File: src/rtl/bnn_param_loader.sv
// bnn_param_loader: receives one layer's packed parameter image as a stream
// of WORD_W-bit words, assembles it in a shadow register and commits it to
// params_o atomically once a correctly framed session completes. Framing
// errors (early or missing last) abort the session without touching the
// committed image.
module bnn_param_loader #(
    parameter int PARAM_BITS = 240,
    parameter int WORD_W     = 32
) (
    input  logic                  clk_i,
    input  logic                  rst_i,
    input  logic                  start_i,
    input  logic [WORD_W-1:0]     data_i,
    input  logic                  valid_i,
    input  logic                  last_i,
    output logic                  ready_o,
    output logic [PARAM_BITS-1:0] params_o,
    output logic                  params_valid_o,
    output logic                  busy_o,
    output logic                  error_o
);

    localparam int N_WORDS = (PARAM_BITS + WORD_W - 1) / WORD_W;
    localparam int CNT_W   = (N_WORDS > 1) ? $clog2(N_WORDS) : 1;
    // Shadow holds whole words; bits at or above PARAM_BITS are never committed.
    localparam int SH_W    = N_WORDS * WORD_W;
    localparam logic [CNT_W-1:0] LAST_IDX = CNT_W'(N_WORDS - 1);

    typedef enum logic [1:0] {
        IDLE = 2'd0,
        LOAD = 2'd1,
        ERR  = 2'd2
    } state_t;

    state_t                  state_q, state_d;
    logic [CNT_W-1:0]        cnt_q, cnt_d;
    logic [SH_W-1:0]         shadow_q, shadow_d;
    logic [PARAM_BITS-1:0]   params_q, params_d;
    logic                    pvalid_q, pvalid_d;
    logic                    wr_en;
    logic                    commit;

    // Next-state logic: session framing, counter advance and commit decision.
    always_comb begin
        state_d = state_q;
        cnt_d   = cnt_q;
        wr_en   = 1'b0;
        commit  = 1'b0;
        unique case (state_q)
            IDLE, ERR: begin
                if (start_i) begin
                    state_d = LOAD;
                    cnt_d   = '0;
                end
            end
            LOAD: begin
                if (start_i) begin
                    // Restart wins over any same-cycle word, which is dropped.
                    cnt_d = '0;
                end else if (valid_i) begin
                    wr_en = 1'b1;
                    if (last_i) begin
                        if (cnt_q == LAST_IDX) begin
                            commit  = 1'b1;
                            state_d = IDLE;
                        end else begin
                            state_d = ERR;
                        end
                    end else if (cnt_q == LAST_IDX) begin
                        state_d = ERR;
                    end else begin
                        cnt_d = cnt_q + CNT_W'(1);
                    end
                end
            end
            default: begin
                state_d = IDLE;
                cnt_d   = '0;
            end
        endcase
    end

    // Shadow write path and commit image, including the word accepted this cycle.
    always_comb begin
        shadow_d = shadow_q;
        for (int k = 0; k < N_WORDS; k++) begin
            if (wr_en && (cnt_q == CNT_W'(k))) begin
                shadow_d[k*WORD_W +: WORD_W] = data_i;
            end
        end
        params_d = commit ? shadow_d[PARAM_BITS-1:0] : params_q;
        pvalid_d = commit ? 1'b1 : pvalid_q;
    end

    // State, counter, shadow and committed image registers with synchronous reset.
    always_ff @(posedge clk_i) begin
        if (rst_i) begin
            state_q  <= IDLE;
            cnt_q    <= '0;
            shadow_q <= '0;
            params_q <= '0;
            pvalid_q <= 1'b0;
        end else begin
            state_q  <= state_d;
            cnt_q    <= cnt_d;
            shadow_q <= shadow_d;
            params_q <= params_d;
            pvalid_q <= pvalid_d;
        end
    end

    assign ready_o        = (state_q == LOAD);
    assign busy_o         = (state_q == LOAD);
    assign error_o        = (state_q == ERR);
    assign params_o       = params_q;
    assign params_valid_o = pvalid_q;

endmodule

File: config.mk
export PLATFORM = sky130hd
export DESIGN_NAME = bnn_param_loader
export DESIGN_NICKNAME = d
export VERILOG_FILES = /design/src/rtl/bnn_param_loader.sv
export SDC_FILE = /design/constraint.sdc
export NUM_CORES = 1
export LEC_CHECK = 0
export ABC_AREA = 1
export CORE_ASPECT_RATIO = 0.9
export CORE_UTILIZATION = 49
export DETAILED_ROUTE_END_ITERATION = 12
export PLACE_DENSITY_LB_ADDON = 0.12
export SETUP_SLACK_MARGIN = 0.2
export SYNTH_ARGS = -nofsm -noshare
export SYNTH_HDL_FRONTEND = slang
export SYNTH_SLANG_ARGS = --single-unit
File: constraint.sdc
create_clock -name clk_i -period 1.4 [get_ports clk_i]
set_input_delay 0.21 -clock clk_i [delete_from_list [all_inputs] [get_ports clk_i]]
set_output_delay 0.21 -clock clk_i [all_outputs]
set_load 0.005 [all_outputs]
# Word level (Yosys, flattened, before mapping)

Index checks and enable logic that the tools add are counted.

Add/subtract/negate cells: 1
Equality and inequality tests: 16
Muxes and demuxes: 29
Reductions and logical operators: 13

Operator list:

| cell                  | number |
|---|---|
| $mux W32              | 7 |
| $mux W16              | 1 |
| $mux W3               | 5 |
| $eq A3 B3 Y1 const B  | 4 |
| $mux W2               | 6 |
| $ne A3 B3 Y1 const B  | 3 |
| $logic_and A1 B1 Y1   | 8 |
| $mux W1               | 8 |
| $reduce_and A4 Y1     | 2 |
| $eq A3 B2 Y1 const B  | 2 |
| $ne A2 B2 Y1 const B  | 3 |
| $pmux W3 S2           | 1 |
| $pmux W2 S2           | 1 |
| $add A3 B1 Y3 const B | 1 |
| $eq A3 B1 Y1 const B  | 1 |
| $logic_not A3 Y1      | 1 |
| $ne A3 B2 Y1 const B  | 1 |
| $eq A2 B1 Y1 const B  | 1 |
| $eq A2 B2 Y1 const B  | 1 |
| $logic_not A2 Y1      | 1 |
| $reduce_or A2 Y1      | 1 |

Bits in registers: 486
Word-level logic and storage cells: 64

# Depth between registers and ports, before layout

Gate-level depths: netlist (run 1).

Word-level depth: 6
Mapped depth: 10
Mapped depth without buffers: 9

# Least setup slack after synthesis (run 1)

Ideal clock, no wire load.

Path type: register -> register
From: register cnt_q[0]
To: register params_q[74] (netlist: params_o[74])
Library setup time: 112 ps
Arrival: 1404 ps
Setup slack: -116 ps
Stages on the path, launching flop included: 11
Path buffers: 1
Path through: dfxtp_1 inv_1 ha_1 inv_1 nor2_1 nand3_1 buf_2 nand2_1 nand2_1 nor2_1 nor2_1

Longest elaborated chain between the ends: 6
Elaborated cells between the ends (all ways): 9
Those cells by class: eq/ne: 2; mux: 6; reduce/logical: 1

RTL lines:

| what                   | line | text |
|---|---|---|
| from (decl)            | 36   | `logic [CNT_W-1:0] cnt_q, cnt_d;` |
| from (signal assigned) | 105  | `cnt_q <= cnt_d;` |
| $eq A3 B3 Y1           | 63   | `if (cnt_q == LAST_IDX) begin` |
| $mux W1                | 63   |  |
| $mux W1                | 62   | `if (last_i) begin` |
| $mux W1                | 60   | `end else if (valid_i) begin` |
| $mux W1                | 57   | `if (start_i) begin` |
| $mux W1                | 49   | `unique case (state_q)` |
| to (signal assigned)   | 107  | `params_q <= params_d;` |
| to (decl)              | 38   | `logic [PARAM_BITS-1:0] params_q, params_d;` |

Parallel ways exist; a longest one is shown, timed or not.
A chain may end at the register's enable or synchronous reset.

# Worst setup path in the final report (run 1)

From: register cnt_q[0]
To: register params_q[9] (netlist: params_o[9])

The elaborated chain is that of the path after synthesis.

==> results.md, run 1 <==
* Total CTS buffers at 48
* H-tree depth at 2
* Routed Antenna Nets at 0
* DR iter-0 viols at 1,814
* GR Util met1 at 41.6%
* Syn Nets at 2,841
* Synth top area share at 49.5%
* Nets at 3,179
* Sequential fraction of the synthesis area at 49.5%
* TritonCTS clock tree: built
* Share of cells above drive strength 1 at 31.7%
* Worst setup EP type: flip-flop
* Post-DP HPWL at 38,500 µm
* Critical Path RT at 1900 ps
* GRT overflow at 0
* Final setup viols at 397
* Crit share post-route at 118%
* RSZ-0062 raised after global routing: true
* Power Total at 28.2 mW
* DRC Markers at 0
* GR Util met2 at 52.4%
* Crit Path Class: flip-flop to flip-flop
* Power Dens Cells at 1060 mW/mm²
* Wire per inst at 18.0 µm
* Yosys warnings at 0
* Gr busiest metal: met2
* Worst slew margin at 67.6%
* Synth cell types at 19
* Largest net degree at the start of global routing at 96
* Leakage at 13.5 nW
* Outcome: complete, but fails checks
* Pins Over Slew Limit at 0
* # rows at 68
* Port Buffer Count at 280
* Area grow syn2layout at 40.0%
* WL final at 66,000 µm
* Slew @ Worst Pin at 486 ps
* Design area at 0.0266 mm²
* Violations in the final reports: setup timing
* Critical path fanouts, max at 10
* Hold Path Class: primary input to flip-flop
* Clk pin slew, worst setup/hold paths at 60 ps
* Number of global-route vias before repair at 17,900
* Synth Register Bits at 470
* Initial Util at 49.6%
* Most frequent cells in the layout: nand2_1, nor2_1, dfxtp_2, inv_1
* Crit path time final at 1650 ps
* Core area at 0.0383 mm²
* Drt first pass iters at 6
* Vias per cell at 5.20
* Worst IR Drop VDD at 0.994 mV
* Peak Freq at 605 MHz
* Post-layout util at 69.5%
* Top cells by area, synth: dfxtp_1, nand2_1, nor2_1, nand3_1, a21oi_1
* GR Util met3 at 5.87%
* Ports at 281
* CTS sink cnt at 470
* Clock Path Buffers at 3
* Mapped Area at 0.0190 mm²
* Placer congestion estimate at 0.823
* Commonest non-fill, non-tap cell in the layout: nand2_1
* Cells after Synth at 2,798
* Area leader, netlist: dfxtp_1
* Placed instance area at 0.0238 mm²
* Max-Cap Viols at 0
* First-pass GRT wire length at 98,300 µm
* Detailed-route via count at 19,100
* DIE AREA at 0.0396 mm²
* Die Y at 189 µm
* Syn avg cell area at 6.79 µm²
* Clk_lat worst skew at 580 ps
* Initial antenna violation count at 5
* Final Worst Setup Slack at -253 ps
* GRT Resource Usage Total at 32.3%
* CTS root buffer: clkbuf_16
* Hold Violations, Final at 0
* Final Skew at 17.4 ps
* Worst EP arrival at 2150 ps
* CP Launch Type: flip-flop
* Die Wd at 210 µm
## synthesized netlist by cell type
cell and count:
nand2_1 914, nor2_1 494, dfxtp_1 470, inv_1 237, nand3_1 235, a21oi_1 229
clkbuf_1 102, buf_2 56, buf_4 18, o21bai_1 16, buf_1 14, ha_1 6
clkbuf_2 1, clkinv_1 1, inv_2 1, nand3_2 1, nor2_2 1, nor2_4 1
o21ai_0 1
## registers in the layout, indices dropped and copies added (netlist names)
register	count
state_q	2
params_valid_o	1
params_o	240
shadow_q	224
cnt_q	3
## final cells by class
class	count	area [µm²]
Antenna cell	1	2.50
Timing Repair inverter	2	46.3
Inverter	239	936
Clock inverter	16	150
Clock buffer	71	1420
Multi-Input combinational cell	1898	8860
Timing Repair Buffer	477	4830
Fill cell	3101	11700
Sequential cell	470	9730
Tap cell	490	613
## critical path: stages, from the launching register on
cell       delay, ps
dfxtp_4          370
inv_4             80
ha_4             130
inv_2             40
nor2_4           130
buf_6            130
bufbuf_16        270
nand3_1          130
nand2_1          100
nor2_1            50
nor2_1           150
## metal layers
layer	wire, µm	vias to the layer above
li1	-	9250
met1	26700	8852
met2	30500	801
met3	5890	155
met4	2910	2
met5	9	-
## through the flow
step | instances | hold slack, ps | setup TNS (ps) | setup slack (ps)
after global placement | 3523 | 452 | -178980 | -508
after detailed placement | 3523 | 458 | -191640 | -521
after CTS | 3643 | 68.3 | -40460 | -238
after floorplan | 2798 | 350 | 0 | 30.5
after global routing | 3663 | 93.1 | -79690 | -317
final | 3664 | 90.6 | -46840 | -253
## final timing paths
path,from,to,slack (ps),cells after the start
worst max-delay path,cnt_q[0],params_o[9],-250,10
worst min register to register,shadow_q[4],shadow_q[4],460,2
worst max register to register,cnt_q[0],params_o[9],-250,10
worst min-delay path,rst_i,params_o[94],90,4
## logic make-up after synthesis
kind of cell	after synthesis	share of synthesized area, %
flip-flops	470	49.5
AND/OR/NAND/NOR	1646	34.2
buffers and inverters	430	9.23
AO/OA/AOI/OAI	246	6.69
adder cells (fa/ha/maj)	6	0.395
## power breakdown
part,leakage [nW],internal [mW],switching (mW),total (mW)
Combinational,8.83,0.756,1.22,1.98
Clock,0.773,7.39,5.43,12.8
Sequential,3.91,13.4,0.0398,13.5
Total,13.5,21.6,6.69,28.2
## what timing repair did
item,4_1_cts,5_1_grt
setup endpoints to repair,714,714
cloned,8,11
hold buffers,0,0
pin swaps,18,73
setup buffers,25,9
gates resized for setup,1347,202
Note: power is estimated with default switching activity, not from simulation.
==> run 2, diff against run 1 <==
--- a/config.mk
+++ b/config.mk
@@ -11,6 +11,7 @@
 export DETAILED_ROUTE_END_ITERATION = 12
 export PLACE_DENSITY_LB_ADDON = 0.12
 export SETUP_SLACK_MARGIN = 0.2
+export SLEW_MARGIN = 10
 export SYNTH_ARGS = -nofsm -noshare
 export SYNTH_HDL_FRONTEND = slang
 export SYNTH_SLANG_ARGS = --single-unit
==> results of run 2 <==
Same layout as run 1: the final DEF is identical, and so are final timing and power.
